`src/rtl/ppe_egress_buffer.sv`:
```
// Egress buffer between a PPE packetizer and its router port: a first-word
// fall-through FIFO that launches network packets against router credits and diverts self-addressed packets to the local port.
module ppe_egress_buffer #(
  parameter int          DEPTH   = 4,
  parameter int          CREDITS = 4,
  parameter logic [3:0]  PE_ID   = 4'd0
) (
  input  logic                       clk,
  input  logic                       rst_n,
  input  logic                       in_valid,
  output logic                       in_ready,
  input  logic [32:0]                in_packet,
  output logic                       out_valid,
  output logic [32:0]                out_packet,
  input  logic                       credit_return,
  output logic                       loop_valid,
  input  logic                       loop_ready,
  output logic [32:0]                loop_packet,
  output logic [$clog2(DEPTH):0]     fifo_count,
  output logic                       credit_err
);

  localparam int AW = $clog2(DEPTH);
  localparam int CW = AW + 1;

  logic [32:0]   mem_q [DEPTH];
  logic [AW-1:0] rd_ptr_q, rd_ptr_d;
  logic [AW-1:0] wr_ptr_q, wr_ptr_d;
  logic [CW-1:0] count_q, count_d;
  logic [3:0]    credit_q, credit_d;
  logic          err_q, err_d;
  logic          ready_en_q;

  logic [32:0]   head;
  logic          nonempty;
  logic          is_local;
  logic          push;
  logic          pop;

  assign head      = mem_q[rd_ptr_q];
  assign nonempty  = (count_q != '0);
  assign is_local  = (head[32:29] == PE_ID);

  assign loop_valid  = nonempty && is_local;
  assign out_valid   = nonempty && !is_local && (credit_q != '0);
  assign loop_packet = loop_valid ? head : '0;
  assign out_packet  = out_valid  ? head : '0;

  // ready_en_q keeps in_ready low until the first edge after reset release
  assign in_ready   = ready_en_q && (count_q < CW'(DEPTH));
  assign fifo_count = count_q;
  assign credit_err = err_q;

  assign push = in_valid && in_ready;
  assign pop  = out_valid || (loop_valid && loop_ready);

  always_comb begin
    rd_ptr_d = rd_ptr_q;
    wr_ptr_d = wr_ptr_q;
    count_d  = count_q;
    credit_d = credit_q;
    err_d    = err_q;

    if (push) wr_ptr_d = wr_ptr_q + AW'(1);
    if (pop)  rd_ptr_d = rd_ptr_q + AW'(1);

    case ({push, pop})
      2'b10:   count_d = count_q + CW'(1);
      2'b01:   count_d = count_q - CW'(1);
      default: count_d = count_q;
    endcase

    // a return coinciding with a launch nets to zero, even at full credit
    case ({credit_return, out_valid})
      2'b10: begin
        if (credit_q == 4'(CREDITS)) err_d = 1'b1;
        else                         credit_d = credit_q + 4'd1;
      end
      2'b01:   credit_d = credit_q - 4'd1;
      default: credit_d = credit_q;
    endcase
  end

  always_ff @(posedge clk or negedge rst_n) begin
    if (!rst_n) begin
      rd_ptr_q   <= '0;
      wr_ptr_q   <= '0;
      count_q    <= '0;
      credit_q   <= 4'(CREDITS);
      err_q      <= 1'b0;
      ready_en_q <= 1'b0;
    end else begin
      rd_ptr_q   <= rd_ptr_d;
      wr_ptr_q   <= wr_ptr_d;
      count_q    <= count_d;
      credit_q   <= credit_d;
      err_q      <= err_d;
      ready_en_q <= 1'b1;
    end
  end

  always_ff @(posedge clk) begin
    if (push) mem_q[wr_ptr_q] <= in_packet;
  end

endmodule

```
`config.mk`:
```
export PLATFORM = sky130hd
export DESIGN_NAME = ppe_egress_buffer
export DESIGN_NICKNAME = d
export VERILOG_FILES = /design/src/rtl/ppe_egress_buffer.sv
export SDC_FILE = /design/constraint.sdc
export NUM_CORES = 1
export LEC_CHECK = 0
export BUFFER_PORTS_ARGS = -buffer_cell sky130_fd_sc_hd__buf_4
export CAP_MARGIN = 20
export CORE_UTILIZATION = 30
export CTS_BUF_LIST = sky130_fd_sc_hd__clkbuf_4 sky130_fd_sc_hd__clkbuf_8
export DETAILED_ROUTE_END_ITERATION = 8
export PLACE_DENSITY = 0.6
export SYNTH_ARGS = -nofsm -noshare
export SYNTH_HDL_FRONTEND = slang
export SYNTH_SLANG_ARGS = --single-unit
```
`constraint.sdc`:
```
create_clock -name clk -period 7.7 [get_ports clk]
set_input_delay 0.385 -clock clk [delete_from_list [all_inputs] [get_ports clk]]
set_output_delay 0.385 -clock clk [all_outputs]
set_load 0.005 [all_outputs]
```
[Word level (Yosys, flattened, before mapping)]
Memories as Yosys holds them, arrays and structs flattened.
Index checks and enable logic that the tools add are counted.
Storage, ports and cells
  memories: 1
  memory bits (writable): 132
  register bits after elaboration: 13
  bits in latches: 0
  memory bits (read-only): 0
Memory list
  mem_q: words 4, bits a word 33, rd ports 1, clocked after memory_dff 0, write ports 1, line 26  | logic [32:0] mem_q [DEPTH];
Cells by class
  $mul: 0
  reductions and logical operators: 15
  muxes and demuxes: 7
  $add $sub $neg: 6
  equality and inequality tests: 6
  bitwise logic cells: 0
  divide/modulo/power cells: 0
  shift operators: 0
  $lt $le $gt $ge: 1
Operator list (number)
  $mux W33: 2
  $pmux W4 S2: 1
  $logic_and A1 B1 Y1: 6
  $pmux W3 S2: 1
  $add A2 B1 Y2 const B: 2
  $add A4 B1 Y4 const B: 1
  $eq A2 B1 Y1 const B: 2
  $eq A2 B2 Y1 const B: 2
  $eq A4 B3 Y1 const B: 1
  $logic_not A4 Y1: 1
  $mux W4: 1
  $reduce_and A2 Y1: 2
  $reduce_bool A2 Y1: 2
  $reduce_bool A4 Y1: 1
  $sub A4 B1 Y4 const B: 1
  $add A3 B1 Y3 const B: 1
  $lt A3 B3 Y1 const B: 1
  $reduce_bool A3 Y1: 1
  $sub A3 B1 Y3 const B: 1
  $mux W1: 2
  $ne A2 B2 Y1 const B: 1
  $logic_not A1 Y1: 1
  $logic_or A1 B1 Y1: 1

[Depth between registers and ports, before layout]
An unclocked memory read counts as a cell.
  word-level depth: 8
  mapped depth: 10

[Worst setup path before layout]
Ideal clock, no wire load.
  path type: reg-to-reg
  from: reg rd_ptr_q[0]
  to: reg count_q[2] (netlist: fifo_count[2])
  required time: 7.621 ns
  path slack: 4.865 ns
  clock period less this slack: 2.835 ns
  cell stages (with the launch flop): 11
  setup time: 0.079 ns
  arrival time: 2.756 ns
  path through: dfrtp_1 buf_6 mux4_2 nor4_4 mux2i_1 ha_1 inv_1 fa_1 xor2_1 nor2_1 xor2_1
Between the ends
  cells in the longest elaborated chain, start to end: 8
  elaborated cells between the ends (all ways): 12
Ends and longest elaborated chain
  start: declaration: line 27  | logic [AW-1:0] rd_ptr_q, rd_ptr_d;
  start signal: assignment: line 93  | rd_ptr_q <= rd_ptr_d;
  $mem_v2 Z4 W33 *
  $logic_not A4 Y1 *: line 42  | assign is_local = (head[32:29] == PE_ID);
  $logic_not A1 Y1: line 45  | assign out_valid = nonempty && !is_local && (credit_q != '0);
  $logic_and A1 B1 Y1 (2 in series): line 45
  $logic_or A1 B1 Y1 *: line 55  | assign pop = out_valid || (loop_valid && loop_ready);
  net pop: line 38  | logic pop;
  $eq A2 B1 Y1 or $eq A2 B2 Y1 (tied branches): line 67  | case ({push, pop})
  $pmux W3 S2 or $reduce_bool A2 Y1 (tied branches)
  end signal: assignment: line 95  | count_q <= count_d;
  end: declaration: line 29  | logic [CW-1:0] count_q, count_d;
The timed path passes the listed nets; every way through them passes the cells marked *.
A chain may end at the register's enable or synchronous reset.

[Worst setup path in the final report]
Ends and elaborated chain as after synthesis.

==> results.py <==
metrics = {
    "run_status": {
        "outcome": "finished clean",
    },
    "synth": {
        "synth_area_per_cell_um2": 18.2,
        "synth_seq_cells": 145,
        "ys_types": 37,
        "synth.area.top_cells": "edfxtp_1 (66%), mux4_2 (12%), dfrtp_1 (5.0%)",
        "synth_area_um2": 6020,
        "async_flop_share": 0.0897,
        "yosysMostFrequentCell": "edfxtp_1",
        "syn_inst": 331,
        "synth_largest_area_cell": "edfxtp_1",
        "yosysSeqAreaShare": 0.713,
        "synth_warnings": 0,
        "synth_top_area_frac": 0.659,
        "synthTopCellsByCount": "edfxtp_1 (132), and2_1 (34), and3_1 (33), mux4_2 (33)",
        "synthFlopType": "edfxtp_1",
        "synth_edf_count": 132,
    },
    "detailed_routing": {
        "drc": 0,
        "drtIter0Drc": 145,
        "routedWlPerCell_um": 17.6,
        "ant_nets": 0,
        "via_count": 3210,
        "avgViaCountPerCell": 4.48,
        "wl_um": 12600,
        "first_pass_iters": 4,
    },
    "place": {
        "post-dp-hpwl_um": 7860,
        "placed_area_um2": 7060,
        "place.gp.congestion": 0.731,
        "portBuffers": 106,
    },
    "floorplanning": {
        "io_pins": 111,
        "fp.coreArea_um2": 19600,
        "fp.dieH_um": 144,
        "die-area_um2": 20600,
        "initial_core_util": 0.307,
        "placementRows": 51,
        "die_width_um": 144,
    },
    "worst_setup_path": {
        "cp-start-kind": "flop",
        "critPathKind": "flop to flop",
        "cp-end-kind": "flop",
        "cp.required_ps": 8070,
        "worst-path-buf-inv": 3,
        "r2r_cells": 11,
        "rr_endpoint": "fifo_count[2]",
        "slowest_delay_ps": 640,
        "crit_start": "rd_ptr_q[0]",
        "critPathMaxFanout": 35,
        "rr_startpoint": "rd_ptr_q[0]",
        "crit_family": "multiplexers",
        "crit_path_top_delay_cell": "mux4_2",
        "crit_chain": "buf_4 > mux4_2 > nor4_4 > buf_4 > mux2i_1 > ha_1 > inv_1 > fa_1 > xor2_1 > nor2_1 > xor2_1",
        "reg2reg_setup_slack_ps": 4000,
        "arrival_ps": 4070,
    },
    "power_and_ir_drop": {
        "power.total_mw": 2.60,
        "p_leak_nw": 2.77,
        "power_density_nw_per_um2": 351,
        "vdd_drop_max_uv": 155,
    },
    "sta": {
        "max_freq_mhz": 270,
        "tns_ps": 0,
        "period_share": 0.481,
        "setup_viol": 0,
        "rsz0062_at_grt": "no",
        "timing.hold.ws_ps": 139,
        "hold_violations": 0,
        "relSlewSlack": 0.318,
        "drv_slew": 0,
        "fin_crit_ps": 3700,
        "tightest_slew_ps": 1020,
        "fin_skew_ps": 8.03,
    },
    "clock_network": {
        "root_buffer": "clkbuf_8",
        "clock_sinks": 145,
        "cts_resized": 0,
        "ctsHoldBuffers": 1,
        "clk_latency_ps": 440,
        "cts_inserted_buffers": 17,
        "post_cts_buffers": 0,
        "cts_max_level": 4,
        "clockBufferDepth": 2,
        "cts_tree": "built",
        "cts.clk_slew.worst_paths_ps": 80,
    },
    "min_path": {
        "hold_class": "primary input to flop",
        "whs_path_depth": 1,
        "min_to": "mem_q[0][17]",
        "hp-start": "in_packet[17]",
    },
    "cells_and_area": {
        "register_area_um2": 4290,
        "syn_to_final_growth_pct": 23.1,
        "fillCellCount": 1833,
        "drive_gt1_frac": 0.398,
        "post-route-cell-area_um2": 7410,
        "multiInputGateArea_um2": 1600,
        "nets": 484,
        "n_antenna_cell": 0,
    },
    "grt": {
        "grt_start_max_net_pins": 41,
        "grt_pass1_wl_um": 19000,
        "met3_usage": 0.0536,
        "gr-total-overflow": 0,
        "met1_usage": 0.161,
        "grt_pass1_vias": 3378,
        "antenna_found_initial": 0,
        "use_met2": 0.211,
        "track_usage": 0.131,
        "top_usage_layer": "met2",
    },
    "job": {
        "maxCapViolCount": 0,
    },
}
==> worst max path at each step <==
stage | end | slack, ps | cells past startpoint
after floorplan | fifo_count[2] | 4860 | 10
after global placement | fifo_count[2] | 3970 | 11
after detailed placement | fifo_count[2] | 3900 | 11
after CTS | out_packet[31] | 3890 | 7
after global routing | fifo_count[2] | 3650 | 11
final | fifo_count[2] | 4000 | 11
==> cell type report <==
class | instances | share of cell area
Clock buffer | 18 | 0.0326
Clock inverter | 14 | 0.0123
Inverter | 8 | 0.00405
Multi-Input combinational cell | 158 | 0.216
Sequential cell | 145 | 0.580
Tap cell | 265 | 0.0448
Timing Repair Buffer | 109 | 0.111
==> per-layer routing <==
metal | vias to the layer above | share of wire | wire length (um)
li1 | 1489 | - | -
met1 | 1618 | 0.45 | 5630
met2 | 95 | 0.48 | 6090
met3 | 8 | 0.063 | 793
met4 | 0 | 0.0067 | 85
met5 | - | 0 | 0
==> flip-flops by register name, summed over array words and instances, names as in the netlist <==
signal	cells
wr_ptr_q	2
rd_ptr_q	2
ready_en_q	1
credit_q	4
mem_q	132
fifo_count	3
credit_err	1
==> through the flow <==
step	util	instances	worst slack (ps)
floorplan	-	334	4860
global placement	0.361	684	3970
detailed placement	0.361	684	3900
CTS	0.378	717	3890
global route	0.378	717	3650
finish	0.378	717	4000
==> power breakdown <==
part	leakage, nW	internal, mW	total (mW)	switching (mW)
registers	1.34	0.950	1.03	0.0797
clock network	0.167	0.224	0.508	0.284
logic	1.26	0.573	1.06	0.487
==> cell families after synthesis <==
group	after synthesis	share of synthesized area
XOR/XNOR	8	0.0116
AO/OA/AOI/OAI	10	0.0123
AND/OR/NAND/NOR	91	0.0909
adder cells (fa/ha/maj)	7	0.0158
other	2	0.00125
multiplexers	37	0.130
buffers and inverters	31	0.0247
flip-flops	145	0.713
==> cells in the final DEF, fill, tap and decap left out, types with 2 or more instances in the layout <==
cell	count
xnor2_1	4
xor2_1	4
a21o_1	2
nor3_1	5
ha_1	6
inv_1	8
buf_4	108
mux4_2	33
clkbuf_8	17
nor2_1	5
and2_1	34
conb_1	5
dfrtp_1	10
and3_2	4
edfxtp_1	132
clkinv_2	4
inv_6	2
nand2_1	7
nand3_1	2
and3_1	29
clkinvlp_4	3
clkinv_1	3
o21bai_1	2
dfrtp_2	2
mux2i_1	3
(Power assumes the default switching activity.)
